**src/rtl/matrix_stream_pkg.sv**
```systemverilog
// Shared types and defaults for the matrix operand streamer.
package matrix_stream_pkg;

    localparam int OP_W     = 6;
    localparam int DEF_ROWS = 4;
    localparam int DEF_COLS = 4;
    localparam int DEF_DW   = 32;

    typedef enum logic [1:0] {
        IDLE     = 2'd0,
        STREAM_A = 2'd1,
        STREAM_B = 2'd2,
        DONE     = 2'd3
    } stream_state_t;

endpackage

```
**src/rtl/stream_index_gen.sv**
```systemverilog
// Row/column element counter producing a linear row-major address and a
// last-element flag; transpose makes the row the fast-moving coordinate.
module stream_index_gen #(
    parameter int ROWS = 4,
    parameter int COLS = 4,
    parameter int AW   = $clog2(ROWS*COLS)
) (
    input  logic          clk,
    input  logic          reset,
    input  logic          clear,
    input  logic          advance,
    input  logic          transpose,
    output logic [AW-1:0] addr,
    output logic          last
);

    localparam int RW = (ROWS > 1) ? $clog2(ROWS) : 1;
    localparam int CW = (COLS > 1) ? $clog2(COLS) : 1;

    logic [RW-1:0] row_reg;
    logic [CW-1:0] col_reg;
    logic          row_end;
    logic          col_end;

    assign row_end = (row_reg == RW'(ROWS - 1));
    assign col_end = (col_reg == CW'(COLS - 1));
    assign last    = row_end && col_end;
    assign addr    = AW'(32'(row_reg) * COLS + 32'(col_reg));

    always_ff @(posedge clk or negedge reset) begin
        if (!reset) begin
            row_reg <= '0;
            col_reg <= '0;
        end else if (clear || (advance && last)) begin
            row_reg <= '0;
            col_reg <= '0;
        end else if (advance) begin
            if (transpose) begin
                if (row_end) begin
                    row_reg <= '0;
                    col_reg <= col_reg + CW'(1);
                end else begin
                    row_reg <= row_reg + RW'(1);
                end
            end else begin
                if (col_end) begin
                    col_reg <= '0;
                    row_reg <= row_reg + RW'(1);
                end else begin
                    col_reg <= col_reg + CW'(1);
                end
            end
        end
    end

endmodule

```
**src/rtl/matrix_operand_streamer.sv**
```systemverilog
// Streams operand matrices A then B (or A only) to the matrix ALU with a valid/ready
// handshake. Define STREAMER_TRANSPOSE_EN to stream B column-major.
module matrix_operand_streamer
    import matrix_stream_pkg::*;
#(
    parameter int ROWS = DEF_ROWS,
    parameter int COLS = DEF_COLS,
    parameter int DW   = DEF_DW,
    parameter int AW   = $clog2(ROWS*COLS)
) (
    input  logic            clk,
    input  logic            reset,
    input  logic            wr_en,
    input  logic            wr_sel,
    input  logic [AW-1:0]   wr_addr,
    input  logic [DW-1:0]   wr_data,
    output logic            wr_err,
    input  logic            start,
    input  logic [OP_W-1:0] op,
    input  logic            unary,
    output logic [OP_W-1:0] sel,
    output logic [DW-1:0]   ele_data,
    output logic            ele_valid,
    input  logic            ele_ready,
    output logic            ele_last,
    output logic            busy,
    output logic            done
);

    localparam int N = ROWS * COLS;

    stream_state_t   state_reg, state_next;
    logic [OP_W-1:0] sel_reg;
    logic            unary_reg;
    logic            wr_err_reg;

    logic [DW-1:0]   a_mem [N];
    logic [DW-1:0]   b_mem [N];
    logic [N-1:0]    a_we;
    logic [N-1:0]    b_we;
    logic            wr_ok;

    logic            accept;
    logic            idx_clear;
    logic            idx_last;
    logic            transpose;
    logic [AW-1:0]   idx_addr;

    // Writes only land while idle so a running stream never sees a torn matrix.
    assign wr_ok = wr_en && (state_reg == IDLE);

    generate
        for (genvar gi = 0; gi < N; gi++) begin : g_we
            assign a_we[gi] = wr_ok && !wr_sel && (wr_addr == AW'(gi));
            assign b_we[gi] = wr_ok &&  wr_sel && (wr_addr == AW'(gi));
        end
    endgenerate

    always_ff @(posedge clk) begin
        for (int i = 0; i < N; i++) begin
            if (a_we[i]) a_mem[i] <= wr_data;
            if (b_we[i]) b_mem[i] <= wr_data;
        end
    end

    assign ele_valid = (state_reg == STREAM_A) || (state_reg == STREAM_B);
    assign accept    = ele_valid && ele_ready;
    assign idx_clear = !ele_valid;

`ifdef STREAMER_TRANSPOSE_EN
    assign transpose = (state_reg == STREAM_B);
`else
    assign transpose = 1'b0;
`endif

    stream_index_gen #(
        .ROWS (ROWS),
        .COLS (COLS),
        .AW   (AW)
    ) u_index (
        .clk       (clk),
        .reset     (reset),
        .clear     (idx_clear),
        .advance   (accept),
        .transpose (transpose),
        .addr      (idx_addr),
        .last      (idx_last)
    );

    assign ele_data = (state_reg == STREAM_B) ? b_mem[idx_addr] : a_mem[idx_addr];
    assign ele_last = idx_last && ((state_reg == STREAM_B) ||
                                   ((state_reg == STREAM_A) && unary_reg));
    assign busy     = (state_reg != IDLE);
    assign done     = (state_reg == DONE);
    assign sel      = sel_reg;
    assign wr_err   = wr_err_reg;

    always_ff @(posedge clk or negedge reset) begin
        if (!reset) begin
            state_reg  <= IDLE;
            sel_reg    <= '0;
            unary_reg  <= 1'b0;
            wr_err_reg <= 1'b0;
        end else begin
            state_reg  <= state_next;
            wr_err_reg <= wr_en && (state_reg != IDLE);
            if ((state_reg == IDLE) && start) begin
                sel_reg   <= op;
                unary_reg <= unary;
            end
        end
    end

    always_comb begin
        state_next = state_reg;
        case (state_reg)
            IDLE:     if (start) state_next = STREAM_A;
            STREAM_A: if (accept && idx_last) state_next = unary_reg ? DONE : STREAM_B;
            STREAM_B: if (accept && idx_last) state_next = DONE;
            DONE:     state_next = IDLE;
            default:  state_next = IDLE;
        endcase
    end

endmodule
```
**config.mk**
```make
export PLATFORM = sky130hd
export DESIGN_NAME = matrix_operand_streamer
export DESIGN_NICKNAME = d
export VERILOG_FILES = /design/src/rtl/matrix_stream_pkg.sv /design/src/rtl/stream_index_gen.sv /design/src/rtl/matrix_operand_streamer.sv
export SDC_FILE = /design/constraint.sdc
export NUM_CORES = 1
export LEC_CHECK = 0
export CAP_MARGIN = 20
export CORE_ASPECT_RATIO = 0.8
export CORE_UTILIZATION = 50
export DETAILED_ROUTE_END_ITERATION = 10
export PLACE_DENSITY = 0.64
export SYNTH_ARGS = -nofsm -noshare
export SYNTH_HDL_FRONTEND = slang
export SYNTH_SLANG_ARGS = --single-unit
```
**constraint.sdc**
```tcl
create_clock -name clk -period 8.37 [get_ports clk]
set_input_delay 1.674 -clock clk [delete_from_list [all_inputs] [get_ports clk]]
set_output_delay 1.674 -clock clk [all_outputs]
set_load 0.01 [all_outputs]
```
**After elaboration in Yosys (flattened, before gate mapping)**

Memory sizes are Yosys's and may differ from the RTL's.
Cells that the tools add are included.

- Memories kept: 2
- RAM bits: 1024
- Register bits after elaboration: 14
- Bits of input ports: 49
- Bits in read-only memories: 0
- Output and inout port bits: 43
- Latch bits: 0

- Bitwise gates (word level): 0
- $mul: 0
- $lt $le $gt $ge: 0
- Reductions and logical operators: 84
- Equal/unequal tests: 23
- Add/subtract/negate cells: 3
- Div/mod/pow operators: 0
- Muxes and demuxes: 166
- Shift-type cells: 0

Memories:

| memory | words | width | rd ports | clocked after memory_dff | wr ports | line | text |
|---|---|---|---|---|---|---|---|
| a_mem | 16 | 32 | 1 | 0 | 1 | matrix_operand_streamer.sv:37 | `logic [DW-1:0] a_mem [N];` |
| b_mem | 16 | 32 | 1 | 0 | 1 | matrix_operand_streamer.sv:38 | `logic [DW-1:0] b_mem [N];` |

Operators with widths:

| kind | number |
|---|---|
| $mux W32 | 31 |
| $reduce_or A32 Y1 | 30 |
| $mux W4 | 30 |
| $mux W1 | 95 |
| $logic_and A1 B1 Y1 | 42 |
| $eq A4 B4 Y1 const B | 8 |
| $mux W2 | 9 |
| $eq A4 B3 Y1 const B | 4 |
| $eq A2 B2 Y1 const B | 4 |
| $eq A4 B2 Y1 const B | 2 |
| $pmux W2 S4 | 1 |
| $reduce_bool A2 Y1 | 3 |
| $add A2 B1 Y2 const B | 2 |
| $add A4 B2 Y4 | 1 |
| $eq A4 B1 Y1 const B | 1 |
| $logic_not A4 Y1 | 1 |
| $ne A2 B1 Y1 const B | 2 |
| $logic_or A1 B1 Y1 | 3 |
| $reduce_and A3 Y1 | 1 |
| $eq A2 B1 Y1 const B | 1 |
| $logic_not A1 Y1 | 2 |
| $logic_not A2 Y1 | 1 |
| $ne A2 B2 Y1 const B | 1 |
| $reduce_and A2 Y1 | 1 |

**Longest topological paths before layout**

- Depth in word-level cells: 22
- Depth in mapped cells: 8
- Depth with buffers taken out: 7

**Cells and area by module**

A second synthesis with hierarchy kept.

- Cells, all modules: 2296
- Area total of the unflattened synthesis: 40556.4 µm²

Modules (own cells, without submodules):

| module | area each (µm²) | cells an instance | sequential area each (µm²) | times used |
|---|---|---|---|---|
| matrix_operand_streamer | 40338.7 | 2273 | 30999.7 | 1 |
| stream_index_gen | 217.7 | 23 | 100.1 | 1 |

**Least setup slack after synthesis**

OpenSTA, ideal clock, no wires.

- Path type: in2reg
- Start: input wr_addr[2]
- End: memory a_mem[4][0] in the netlist's numbering, enable pin
- Arrival: 4.643 ns
- Data required time: 7.909 ns
- Setup slack: 3.266 ns
- Cell stages on the path: 4
- Cells stage by stage: clkbuf_1 > nand2b_1 > or3_1 > nor3_1

- Elaborated cells between the ends (all ways): 109

RTL lines:

| element | line | text |
|---|---|---|
| start, declared | matrix_operand_streamer.sv:15 | `input logic [AW-1:0] wr_addr,` |
| $eq A4 B3 Y1 * | matrix_operand_streamer.sv:54 | `assign a_we[gi] = wr_ok && !wr_sel && (wr_addr == AW'(gi));` |
| $logic_and A1 B1 Y1 * | matrix_operand_streamer.sv:54 |  |
| named net a_we[4] | matrix_operand_streamer.sv:39 | `logic [N-1:0] a_we;` |
| $mux W1 * | matrix_operand_streamer.sv:61 | `if (a_we[i]) a_mem[i] <= wr_data;` |
| $mux W1 (implied by the code) * | matrix_operand_streamer.sv:61 |  |
| $reduce_or A32 Y1 (no line) | n/a |  |
| $mux W4 (no line) / $mux W1 (equally long branches) (12 in a row) | n/a |  |
| end, declared | matrix_operand_streamer.sv:37 |  |

The timed path passes the listed nets; every way through them passes the cells marked *.

**Final worst setup path**

- Start: register u_index.row_reg[0]
- End: output ele_data[16]

- Word-level cells in the longest chain between the ends: 3
- Elaborated cells between the ends (all ways): 4

Ends and longest elaborated chain:

| element | line | text |
|---|---|---|
| start, declared | stream_index_gen.sv:20 | `logic [RW-1:0] row_reg;` |
| start signal, assigned | stream_index_gen.sv:43 | `row_reg <= row_reg + RW'(1);` |
| start signal, assigned | stream_index_gen.sv:48 | `row_reg <= row_reg + RW'(1);` |
| $add A4 B2 Y4 * | stream_index_gen.sv:28 | `assign addr = AW'(32'(row_reg) * COLS + 32'(col_reg));` |
| $mem_v2 Z16 W32, on equally long branches | n/a |  |
| $mux W32 * | matrix_operand_streamer.sv:90 | `assign ele_data = (state_reg == STREAM_B) ? b_mem[idx_addr] : a_mem[idx_addr];` |
| end, declared | matrix_operand_streamer.sv:22 | `output logic [DW-1:0] ele_data,` |

Every way passes the cells marked *; elsewhere a longest branch is shown, timed or not.

==> qor.log <==
[detailed_routing] total number of vias 21500
[cts] Clk Tree Root Cell clkbuf_16
[setup_path] Worst setup endpoint ele_data[16]
[place] number of buffer cells added on primary ports 91
[timing] RSZ-0062 raised after global routing false
[synth] post-synthesis share of cell area spent on xor and xnor gates 0
[setup_path] cell count of the worst reg-to-reg path 7
[synth] area share of the largest cell type after synthesis 0.759
[synth] cell count after synthesis 2294
[setup_path] endpoint of the worst-slack reg-to-reg timing path a_mem[14][15]$_DFFE_PP_
[synth] Synth area leaders edfxtp_1 76%, mux2i_1 13%, a22oi_1 1.8%
[detailed_routing] Antenna Nets Post-Route 0
[setup_path] type of element capturing the critical path output port
[synth] syn nets 2349
[synth] Post-Synth Adder-Cell Area 0.00185
[cts] clock transition at the register clock pins on the worst setup and hold paths after CTS 0.06 ns
[cells_and_area] combined area of the multi-input logic cells 8910 um2
[synth] Synthesis Warnings 0
[setup_path] start of the worst register-to-register path state_reg[0]$_DFFE_PN0P_
[cts] H-tree level count 3
[job] Max Cap Viol 0
[synth] share of synthesized area occupied by flip-flops and latches 0.767
[detailed_routing] number of iterations in the first detailed-routing pass 5
[setup_path] critical path startpoint category flop
[timing] Max Slew Vio Count 0
[synth] post-synthesis compound-gate area fraction 0.0494
[setup_path] highest net fanout along the worst path 49
[floorplanning] CORE AREA 79500 um2
[cts] number of buffers on the longest clock path 3
[setup_path] Critical Path AT 4.13 ns
[detailed_routing] post-DR vias/cell 6.01
[detailed_routing] wire per inst 28.8 um
[synth] Mapped Area 40500 um2
[global_route] Overall Global Routing Usage 0.249
[hold_path] class of the tightest hold or removal check flop to flop
[cells_and_area] area grow syn2layout 13.4%
[detailed_routing] DRT iter0 DRCs 2225
[cts] post-cts repair resize count 0
[cells_and_area] sequential cell area in the final layout 31100 um2
[floorplanning] Horiz. Die Dim 320 um
[floorplanning] I/O pin count 92
[setup_path] category of the most critical setup path flop to output port
[cells_and_area] filler cell count 5891
[synth] Yosys reg bits 1038
[timing] final hold violations 0
[detailed_routing] routed wire length 103000 um
[cells_and_area] most frequent cells in the layout 1024 x edfxtp_1, 513 x mux2i_1, 106 x nand2_1
[cts] latest clock arrival within the worst-skew pair 0.68 ns
[cts] number of clock sinks 1038
[cts] CTS tree built
[setup_path] Reg2Reg Setup Slack 5.18 ns
[cells_and_area] share of layout cells above drive strength 1 0.0959
[place] post-detail-place hpwl 50700 um
[synth] cell taking the most area after synthesis edfxtp_1
[synth] multiplexer area fraction after synthesis 0.129
[cts] post-CTS setup buffer count 0
[timing] fmax 0.172 GHz
[global_route] wire length of the first global-routing pass 147000 um
[cts] count of hold buffers inserted by post-cts repair 0
[timing] worst-case headroom to the max-slew limit 0.243
[power] Power, Total 0.0132 W
[detailed_routing] number of remaining DRC errors 0
[place] gpl congestion 0.752
[floorplanning] num rows 92
[floorplanning] initial core utilization 0.509
[synth] post-synthesis cell type count 31
[power] total power divided by cell area 287 nW/um2
[timing] Worst Tran Pin Value 1.13 ns
[setup_path] CP required 6.70 ns
[timing] clock period minus final worst setup slack 5.81 ns
[floorplanning] height of the chip 257 um
[cells_and_area] nets 2469
[floorplanning] die footprint 82200 um2
[setup_path] start point of the critical path u_index.row_reg[0]$_DFFE_PN0P_
[timing] final setup violation count 0
[outcome] result of the run finished clean
[timing] total negative slack 0 ns
[global_route] number of antenna violations at the first check in global routing 8
[timing] crit share post-route 0.694
[global_route] via count of the first global-routing pass 21200
[power] leakage component of the power 14.8 nW
[synth] main combinational cell family by area after synthesis multiplexers
[global_route] largest net degree at the start of global routing 129
[synth] post-synthesis simple-gate area fraction 0.0337
[cts] clock buffer count from CTS 100
[cells_and_area] commonest non-fill, non-tap cell in the layout edfxtp_1
[synth] Synth Area per Inst 17.7 um2
[global_route] grt ovf 0
[timing] Clock Skew 0.0242 ns
[power] IR drop worst, VDD 0.242 mV
-- cell usage after synthesis, drive strengths merged --
master,instances
nor2,32
o22a,1
or2,1
dfrtp,14
mux2,7
nor3b,2
nor3,41
a31oi,32
ha,6
inv,4
nand2b,7
clkbuf,41
nand3b,2
or3,2
and2,1
edfxtp,1024
and3,1
o21ai,1
mux2i,513
buf,89
a21boi,1
a22oi,96
a21oi,100
nand2,107
a22o,64
nand3,99
nor2b,6
-- per-stage QoR --
step	util	std cells	hold WS, ns	setup slack [ns]	cell area [um2]
2_1_floorplan	-	2294	0.480	3.27	40500
3_3_place_gp	0.537	3386	0.495	3.32	42700
3_5_place_dp	0.537	3386	0.497	3.26	42700
4_1_cts	0.576	3567	0.515	2.53	45800
5_1_grt	0.578	3574	0.536	2.45	46000
6_report	0.578	3575	0.513	2.56	46000
-- cells by family after synthesis --
family / after synthesis
compound gates: 295
fa+ha+maj: 6
buf+inv: 134
flops: 1038
mux: 520
simple gates: 301
-- layer usage --
layer  vias up  wire (um)  part of all wire  track usage
li1       9341          -                 -            -
met3       190       7560             0.073       0.0494
met1     11200      44600              0.43        0.356
met4        12       2590             0.025       0.0714
met2       785      48000              0.47        0.390
met5         -         83           0.00081            0
-- final cells by class --
cell class,instances,share of cell area
sequential,1038,0.677
timing repair buffer,148,0.0328
clock inverter,53,0.00912
tap,1081,0.0294
inverter,4,0.000327
clock buffer,128,0.0577
antenna,1,0.0000544
multi-input combinational,1122,0.194
-- where the power goes --
| group | switching [W] | leakage, nW | total (W) | internal, W |
|---|---|---|---|---|
| logic | 0.00179 | 3.86 | 0.00306 | 0.00127 |
| clock network | 0.00188 | 1.51 | 0.00429 | 0.00242 |
| registers | 0.0000716 | 9.38 | 0.00586 | 0.00579 |
-- critical path, stage by stage, from the launching register on --
cell             delay (ns)
dfrtp_1                0.54
and2_4                 0.66
buf_4                  0.73
a22o_1                 0.29
nor3_1                 0.05
a31oi_1                0.41
nand3_1                0.19
clkdlybuf4s50_1        0.58
-- worst min-delay path by stage --
stage	depth (start not counted)	start	slack, ns	endpoint
after floorplan	1	unary_reg$_DFFE_PN0P_	0.48	unary_reg$_DFFE_PN0P_
after CTS	1	sel[4]$_DFFE_PN0P_	0.52	sel[4]$_DFFE_PN0P_
after detailed placement	1	unary_reg$_DFFE_PN0P_	0.50	unary_reg$_DFFE_PN0P_
after global placement	1	sel[5]$_DFFE_PN0P_	0.49	sel[5]$_DFFE_PN0P_
final	1	sel[4]$_DFFE_PN0P_	0.51	sel[4]$_DFFE_PN0P_
after global routing	1	sel[5]$_DFFE_PN0P_	0.54	sel[5]$_DFFE_PN0P_
Power figures use the tool's default switching activity.
